<file path="src/rtl/sdf_unit_r2.sv">
`default_nettype none
// ============================================================================
//  Module   : sdf_unit_r2
//  Purpose  : Radix-2 single-path delay-feedback (SDF) butterfly stage with a
//             parametrised feedback depth. Each block of 2*DEPTH enabled
//             samples yields DEPTH sums followed by DEPTH differences.
//             Sums leave at once; differences wait in the feedback line and
//             drain while the next block's first half fills it.
//  Ports    : clock      - master clock, rising edge
//             reset      - asynchronous, active-high reset
//             idata_en   - input sample valid
//             idata_r/i  - input sample, real/imag (two's complement)
//             odata_en   - output sample valid (idata_en delayed DEPTH+1)
//             odata_sof  - marks the first sum of each block
//             odata_r/i  - registered output sample, real/imag
//  Options  : define SDF_SCALE_EN to round every butterfly sum/difference
//             down by a factor of two ((s + 1) >>> 1) instead of wrapping.
//  Revision : 1.0 - parametrised depth, start-of-block marker, scaling option
// ============================================================================
module sdf_unit_r2 #(
    parameter int WIDTH     = 16,
    parameter int DEPTH     = 4,
    parameter int LOG_DEPTH = 2
) (
    input  logic             clock,
    input  logic             reset,
    input  logic             idata_en,
    input  logic [WIDTH-1:0] idata_r,
    input  logic [WIDTH-1:0] idata_i,
    output logic             odata_en,
    output logic             odata_sof,
    output logic [WIDTH-1:0] odata_r,
    output logic [WIDTH-1:0] odata_i
);

    localparam int                 c_cnt_w = LOG_DEPTH + 1;
    localparam logic [LOG_DEPTH:0] c_half  = c_cnt_w'(DEPTH);
    localparam logic [LOG_DEPTH:0] c_one   = c_cnt_w'(1);

    // Butterfly arithmetic: sub=0 gives x+y, sub=1 gives x-y.
    function automatic logic [WIDTH-1:0] f_bf(
        input logic [WIDTH-1:0] x,
        input logic [WIDTH-1:0] y,
        input logic             sub
    );
`ifdef SDF_SCALE_EN
        logic signed [WIDTH:0] s;
        // One guard bit keeps the full-precision result before rounding.
        s = sub ? ($signed({x[WIDTH-1], x}) - $signed({y[WIDTH-1], y}))
                : ($signed({x[WIDTH-1], x}) + $signed({y[WIDTH-1], y}));
        s = s + $signed(c_cnt_w'(0) | (WIDTH+1)'(1));
        return WIDTH'(s >>> 1);
`else
        return sub ? (x - y) : (x + y);
`endif
    endfunction

    logic [LOG_DEPTH:0] r_cnt;
    logic [DEPTH:0]     r_en_dly;
    logic               r_sof;
    logic [WIDTH-1:0]   r_dly_r [DEPTH];
    logic [WIDTH-1:0]   r_dly_i [DEPTH];

    logic               w_bf_en;
    logic [WIDTH-1:0]   w_a_r;
    logic [WIDTH-1:0]   w_a_i;
    logic [WIDTH-1:0]   w_dly_in_r;
    logic [WIDTH-1:0]   w_dly_in_i;
    logic [WIDTH-1:0]   w_bf_out_r;
    logic [WIDTH-1:0]   w_bf_out_i;

    // Second half of a block: the delay line now holds the first half.
    assign w_bf_en = r_cnt[LOG_DEPTH] & idata_en;
    assign w_a_r   = r_dly_r[DEPTH-1];
    assign w_a_i   = r_dly_i[DEPTH-1];

    // ------------------------------------------------------------------
    // Control: block counter, valid delay line, start-of-block marker.
    // A gap in idata_en clears the counter so a partial block is dropped
    // and the next enabled sample opens a fresh block.
    // ------------------------------------------------------------------
    always_ff @(posedge clock or posedge reset) begin
        if (reset) begin
            r_cnt    <= '0;
            r_en_dly <= '0;
            r_sof    <= 1'b0;
        end else begin
            r_cnt    <= idata_en ? (r_cnt + c_one) : '0;
            r_en_dly <= {r_en_dly[DEPTH-1:0], idata_en};
            r_sof    <= idata_en && (r_cnt == c_half);
        end
    end

    assign odata_en  = r_en_dly[DEPTH];
    assign odata_sof = r_sof;

    // ------------------------------------------------------------------
    // Butterfly: first half stores inputs and drains stored differences;
    // second half emits sums and stores differences.
    // ------------------------------------------------------------------
    always_comb begin
        w_dly_in_r = idata_r;
        w_dly_in_i = idata_i;
        w_bf_out_r = w_a_r;
        w_bf_out_i = w_a_i;
        if (w_bf_en) begin
            w_dly_in_r = f_bf(w_a_r, idata_r, 1'b1);
            w_dly_in_i = f_bf(w_a_i, idata_i, 1'b1);
            w_bf_out_r = f_bf(w_a_r, idata_r, 1'b0);
            w_bf_out_i = f_bf(w_a_i, idata_i, 1'b0);
        end
    end

    // Data path is not reset: its contents are meaningless while odata_en=0.
    // The delay line shifts every cycle so differences drain after input ends.
    always_ff @(posedge clock) begin
        r_dly_r[0] <= w_dly_in_r;
        r_dly_i[0] <= w_dly_in_i;
        for (int k = 1; k < DEPTH; k++) begin
            r_dly_r[k] <= r_dly_r[k-1];
            r_dly_i[k] <= r_dly_i[k-1];
        end
        odata_r <= w_bf_out_r;
        odata_i <= w_bf_out_i;
    end

endmodule
`default_nettype wire

</file>
<file path="config.mk">
export PLATFORM = sky130hd
export DESIGN_NAME = sdf_unit_r2
export DESIGN_NICKNAME = d
export VERILOG_FILES = /design/src/rtl/sdf_unit_r2.sv
export SDC_FILE = /design/constraint.sdc
export NUM_CORES = 1
export LEC_CHECK = 0
export BUFFER_PORTS_ARGS = -buffer_cell sky130_fd_sc_hd__buf_4
export CORE_UTILIZATION = 45
export DETAILED_ROUTE_END_ITERATION = 10
export PLACE_DENSITY = 0.66
export SLEW_MARGIN = 0
export SYNTH_ARGS = -nofsm -noshare
export SYNTH_HDL_FRONTEND = slang
export SYNTH_SLANG_ARGS = --single-unit
export TNS_END_PERCENT = 100
</file>
<file path="constraint.sdc">
create_clock -name clock -period 6.55 [get_ports clock]
set_clock_uncertainty 0.1 [all_clocks]
set_input_delay 0 -clock clock [delete_from_list [all_inputs] [get_ports clock]]
set_output_delay 0 -clock clock [all_outputs]
set_load 0.02 [all_outputs]
</file>
After elaboration in Yosys (flattened, before gate mapping)

Memory sizes are Yosys's and may differ from the RTL's.
Index checks and enable logic that the tools add are counted.

Bits in writable memories: 128
Memories: 2
Bits of input ports: 35
Flip-flop bits (word level): 41

Add/sub/neg operators: 5
Eq/ne operators: 1
Bitwise gates (word level): 1
Reduce and logical (&&, ||, !) cells: 1
Mux-type cells: 5

Memories:

| name    | words | width | rd ports | clocked after memory_dff | write ports | line | source |
|---|---|---|---|---|---|---|---|
| r_dly_i | 4     | 16    | 4        | 0                        | 4           | 62   | `logic [WIDTH-1:0] r_dly_i [DEPTH];` |
| r_dly_r | 4     | 16    | 4        | 0                        | 4           | 61   | `logic [WIDTH-1:0] r_dly_r [DEPTH];` |

Operators with widths:

| kind                                                          | count |
|---|---|
| 16-bit 2-to-1 mux                                             | 4 |
| 16-bit adder                                                  | 2 |
| 16-bit subtractor                                             | 2 |
| 3-bit by 1-bit adder with 3-bit output, second input constant | 1 |
| 3-bit == test, second input constant                          | 1 |
| 3-bit 2-to-1 mux                                              | 1 |
| 1-bit bitwise AND                                             | 1 |
| 1-bit logical AND                                             | 1 |

Logic depth before layout (Yosys ltp)

Word-level depth: 2
Depth in mapped cells: 11
Gate-level depth less buffers: 11

Least setup slack after synthesis

OpenSTA, ideal clock, no wires.

Path kind: register to register
From: memory r_dly_i[3][2]
To: memory r_dly_i[0][14]
Library setup time: 0.124 ns
Data arrival time: 2.003 ns
Buffers on the path: 1
Stages on the path, launching flop included: 11
Setup slack: 4.322 ns
Period minus slack after synthesis: 2.228 ns
Data required time: 6.326 ns
Cell sequence: dfxtp_1 > ha_1 > buf_6 > nor2b_4 > o31a_1 > o21ai_1 > nand2b_1 > a211o_1 > a31oi_1 > xor2_1 > o21ai_1

RTL lines:

| what            | line |
|---|---|
| start, declared | 62 |

==> metrics.txt <==
status=finished, final reports clean; CTS tree=done; initial DRC count=356; gate count of the mapped netlist=711; shortest period the worst path allows=2.66 ns; FF+latch count, synth=169; final net count=905; Reg2Reg Setup Slack=3.89 ns; Post-synth EDFFs=0; row count=45; IO buf count=68; Post-DP Area=7620 um2; I/O pin cnt=69; RSZ-0062 raised after global routing=false; CTS Buffer Depth=2; synth-to-layout area growth=22.4%; Hold Path Class=in -> reg; GRT Total Usage=0.171; largest area contributor in the netlist=dfxtp_1; worst skew pair latency=0.42 ns; DIE HEIGHT=127 um; design area=8570 um2; clock network fraction of total power=0.378; WL per Instance=12.9 um; share of cells above drive strength 1=0.146; Net Sw Frac=0.261; GRT overflow=0; Worst Path Arrival=2.86 ns; Critical Path Fanout Max=9; vias in the first global route=4614; setup repair bufs after CTS=0; Syn Nets=812; Crit path required time=6.75 ns; cell leakage power=0.00399 uW; Starting Density=0.460; syn avg cell area=9.85 um2; Die Area=16100 um2; synth warn=0; GPL Wtd Cong=0.865; fmax=376 MHz; Slew Viols, Final=0; CTS Root Cell=clkbuf_16; Max VDD drop=0.190 mV; crit share post-route=0.406; Yosys cell types=58; DR vias/cell=4.94; Seq pwr share=0.441; Crit. Startpoint=r_dly_r[3][8]; drt pass-1 iters=5; max-slew headroom at the worst pin=0.282; CTS Sinks=169; Fin Hold WS=0.205 ns; hold_sp=idata_en; post-synthesis sequential area ratio=0.490; P_int=1920 uW; antenna-violating nets left=0; Combinational Power Share=0.181; initial antenna violation count=0; Worst-path clk slew=0.06 ns; RR Startpoint=r_dly_r[3][8]; synthesized cell area=7000 um2; Critical Path End Type=register; Main synth FF type=dfxtp_1; Register-to-Register Path Depth=9; chip width=127 um; Synth async-reset ratio=0.0533; worst r2r dst=odata_r[15]; post-CTS resize count=0; Worst Setup EP=odata_r[15]; Pwr Density=304 nW/um2; critical path type=reg -> reg; H-tree Lvls=4; synth top area cells=dfxtp_1 (46%), ha_1 (11%), xnor2_1 (5.1%); first-pass GRT wire length=21.8 mm; Post-DP HPWL=9.07 mm; CP Launch Type=register; largest net degree at the start of global routing=117; final hold viol count=0; Post-route DRC=0; core area=15200 um2; max cap viols=0; Fin Setup TNS=0 ns; vias=4965; # diodes=0; wirelength, routed=13.0 mm; CTS buffer count=17; Psw=680 uW; Filler cells=1338; measured slew at the worst slew-check pin=1.08 ns; top-area cell type share of the netlist area=0.458; final setup fails=0
==> cell families after synthesis <==
group / after synthesis / share of synthesized area
buf+inv: 89 / 0.0509
fa+ha+maj: 66 / 0.122
simple gates: 157 / 0.104
mux: 7 / 0.0113
xor+xnor: 57 / 0.0713
compound gates: 166 / 0.150
flops: 169 / 0.490
==> flip-flops by register name, summed over array words and instances (netlist names) <==
signal	flops
odata_i	16
odata_r	16
r_en_dly	5
r_cnt	3
r_dly_r	64
odata_sof	1
r_dly_i	64
==> worst max-delay path: stages, from the launching register on <==
cell       delay (ns)
dfxtp_1          0.33
ha_1             0.49
inv_1            0.14
a2111oi_0        0.42
a21oi_1          0.14
a21oi_1          0.38
o21ai_1          0.16
xnor2_1          0.15
nor2_1           0.06
xor2_1           0.18
==> placed cells by master, fill, tap and decap left out, drive strengths merged, types with 3 or more instances in the layout <==
cell type and instances:
a221oi 5, o211ai 3, nand2b 15, a31oi 5, o31ai 7, nand2 65
clkinvlp 3, nor2b 5, a21o 13, dfxtp 160, o21ai 65, a21oi 40
o41ai 3, a211oi 6, ha 62, buf 68, dfrtp 9, fa 4
clkinv 4, mux2 7, and2 3, xnor2 41, dlygate4sd3 35, o21bai 6
nor3 10, xor2 16, inv 61, nor2 41, or3 4, nand3 6
clkbuf 22
==> synth_stat cells (2+ instances only) <==
library cell / instances
o41ai_1: 2
o31a_1: 2
o21bai_1: 5
or3_1: 4
nand2_1: 65
a211oi_1: 5
mux2_2: 7
nand3b_1: 2
dfxtp_1: 160
xnor2_1: 41
a21o_1: 13
a21oi_1: 40
buf_2: 9
clkbuf_1: 18
nor2b_1: 4
fa_1: 4
nor2_1: 40
a221oi_2: 2
inv_1: 60
and2_1: 3
o211ai_1: 2
nand3_1: 6
o21ai_0: 51
xor2_1: 16
nor3_1: 9
dfrtp_1: 9
a31oi_1: 5
o31ai_1: 7
or4_1: 2
o21ai_1: 13
ha_1: 62
a221oi_1: 3
nand2b_1: 15
==> power groups by stage <==
stage | sequential, uW | combinational [uW] | clock (uW)
final | 1150 | 471 | 982
after global routing | 1160 | 520 | 1060
after CTS | 1150 | 471 | 1010
after detailed placement | 1170 | 450 | 0
after global placement | 1170 | 447 | 0
after floorplan | 1190 | 306 | 0
==> final cells by class <==
type                       count  area (um2)  area share
tap                          188         235      0.0275
timing repair buffer         103         861       0.100
clock inverter                10         119      0.0139
clock buffer                  22         474      0.0554
multi-input combinational    453        3220       0.376
sequential                   169        3430       0.400
inverter                      60         225      0.0263
==> worst min path at each step <==
stage | endpoint | slack (ns) | cells past startpoint
2_1_floorplan | odata_sof | -0.27 | 1
3_3_place_gp | r_en_dly[0] | -0.13 | 2
3_5_place_dp | r_en_dly[3] | -0.12 | 2
4_1_cts | r_en_dly[0] | 0.18 | 2
5_1_grt | r_en_dly[0] | 0.20 | 2
6_report | r_en_dly[0] | 0.20 | 2
==> routing by layer <==
| metal | vias up | track usage | wire length (um) |
|---|---|---|---|
| met4 | 0 | 0.0567 | 189 |
| met1 | 2305 | 0.227 | 6410 |
| met2 | 95 | 0.269 | 5910 |
| li1 | 2549 | - | - |
| met5 | - | 0 | 0 |
| met3 | 16 | 0.0472 | 487 |
==> per-stage QoR <==
stage / power [uW] / utilization / cells / worst slack, ns
after floorplan: 1490 / - / 711 / 4.32
after global placement: 1610 / 0.501 / 938 / 3.95
after detailed placement: 1620 / 0.501 / 938 / 3.94
after CTS: 2630 / 0.563 / 1005 / 3.92
after global routing: 2740 / 0.563 / 1005 / 3.75
final: 2600 / 0.563 / 1005 / 3.89
==> what timing repair did <==
| item | 4_1_cts | 5_1_grt |
|---|---|---|
| setup endpoints to repair | 0 | 0 |
| endpoints found under the hold margin | 53 | 0 |
| hold buffers | 35 | 0 |
Power figures use the tool's default switching activity.
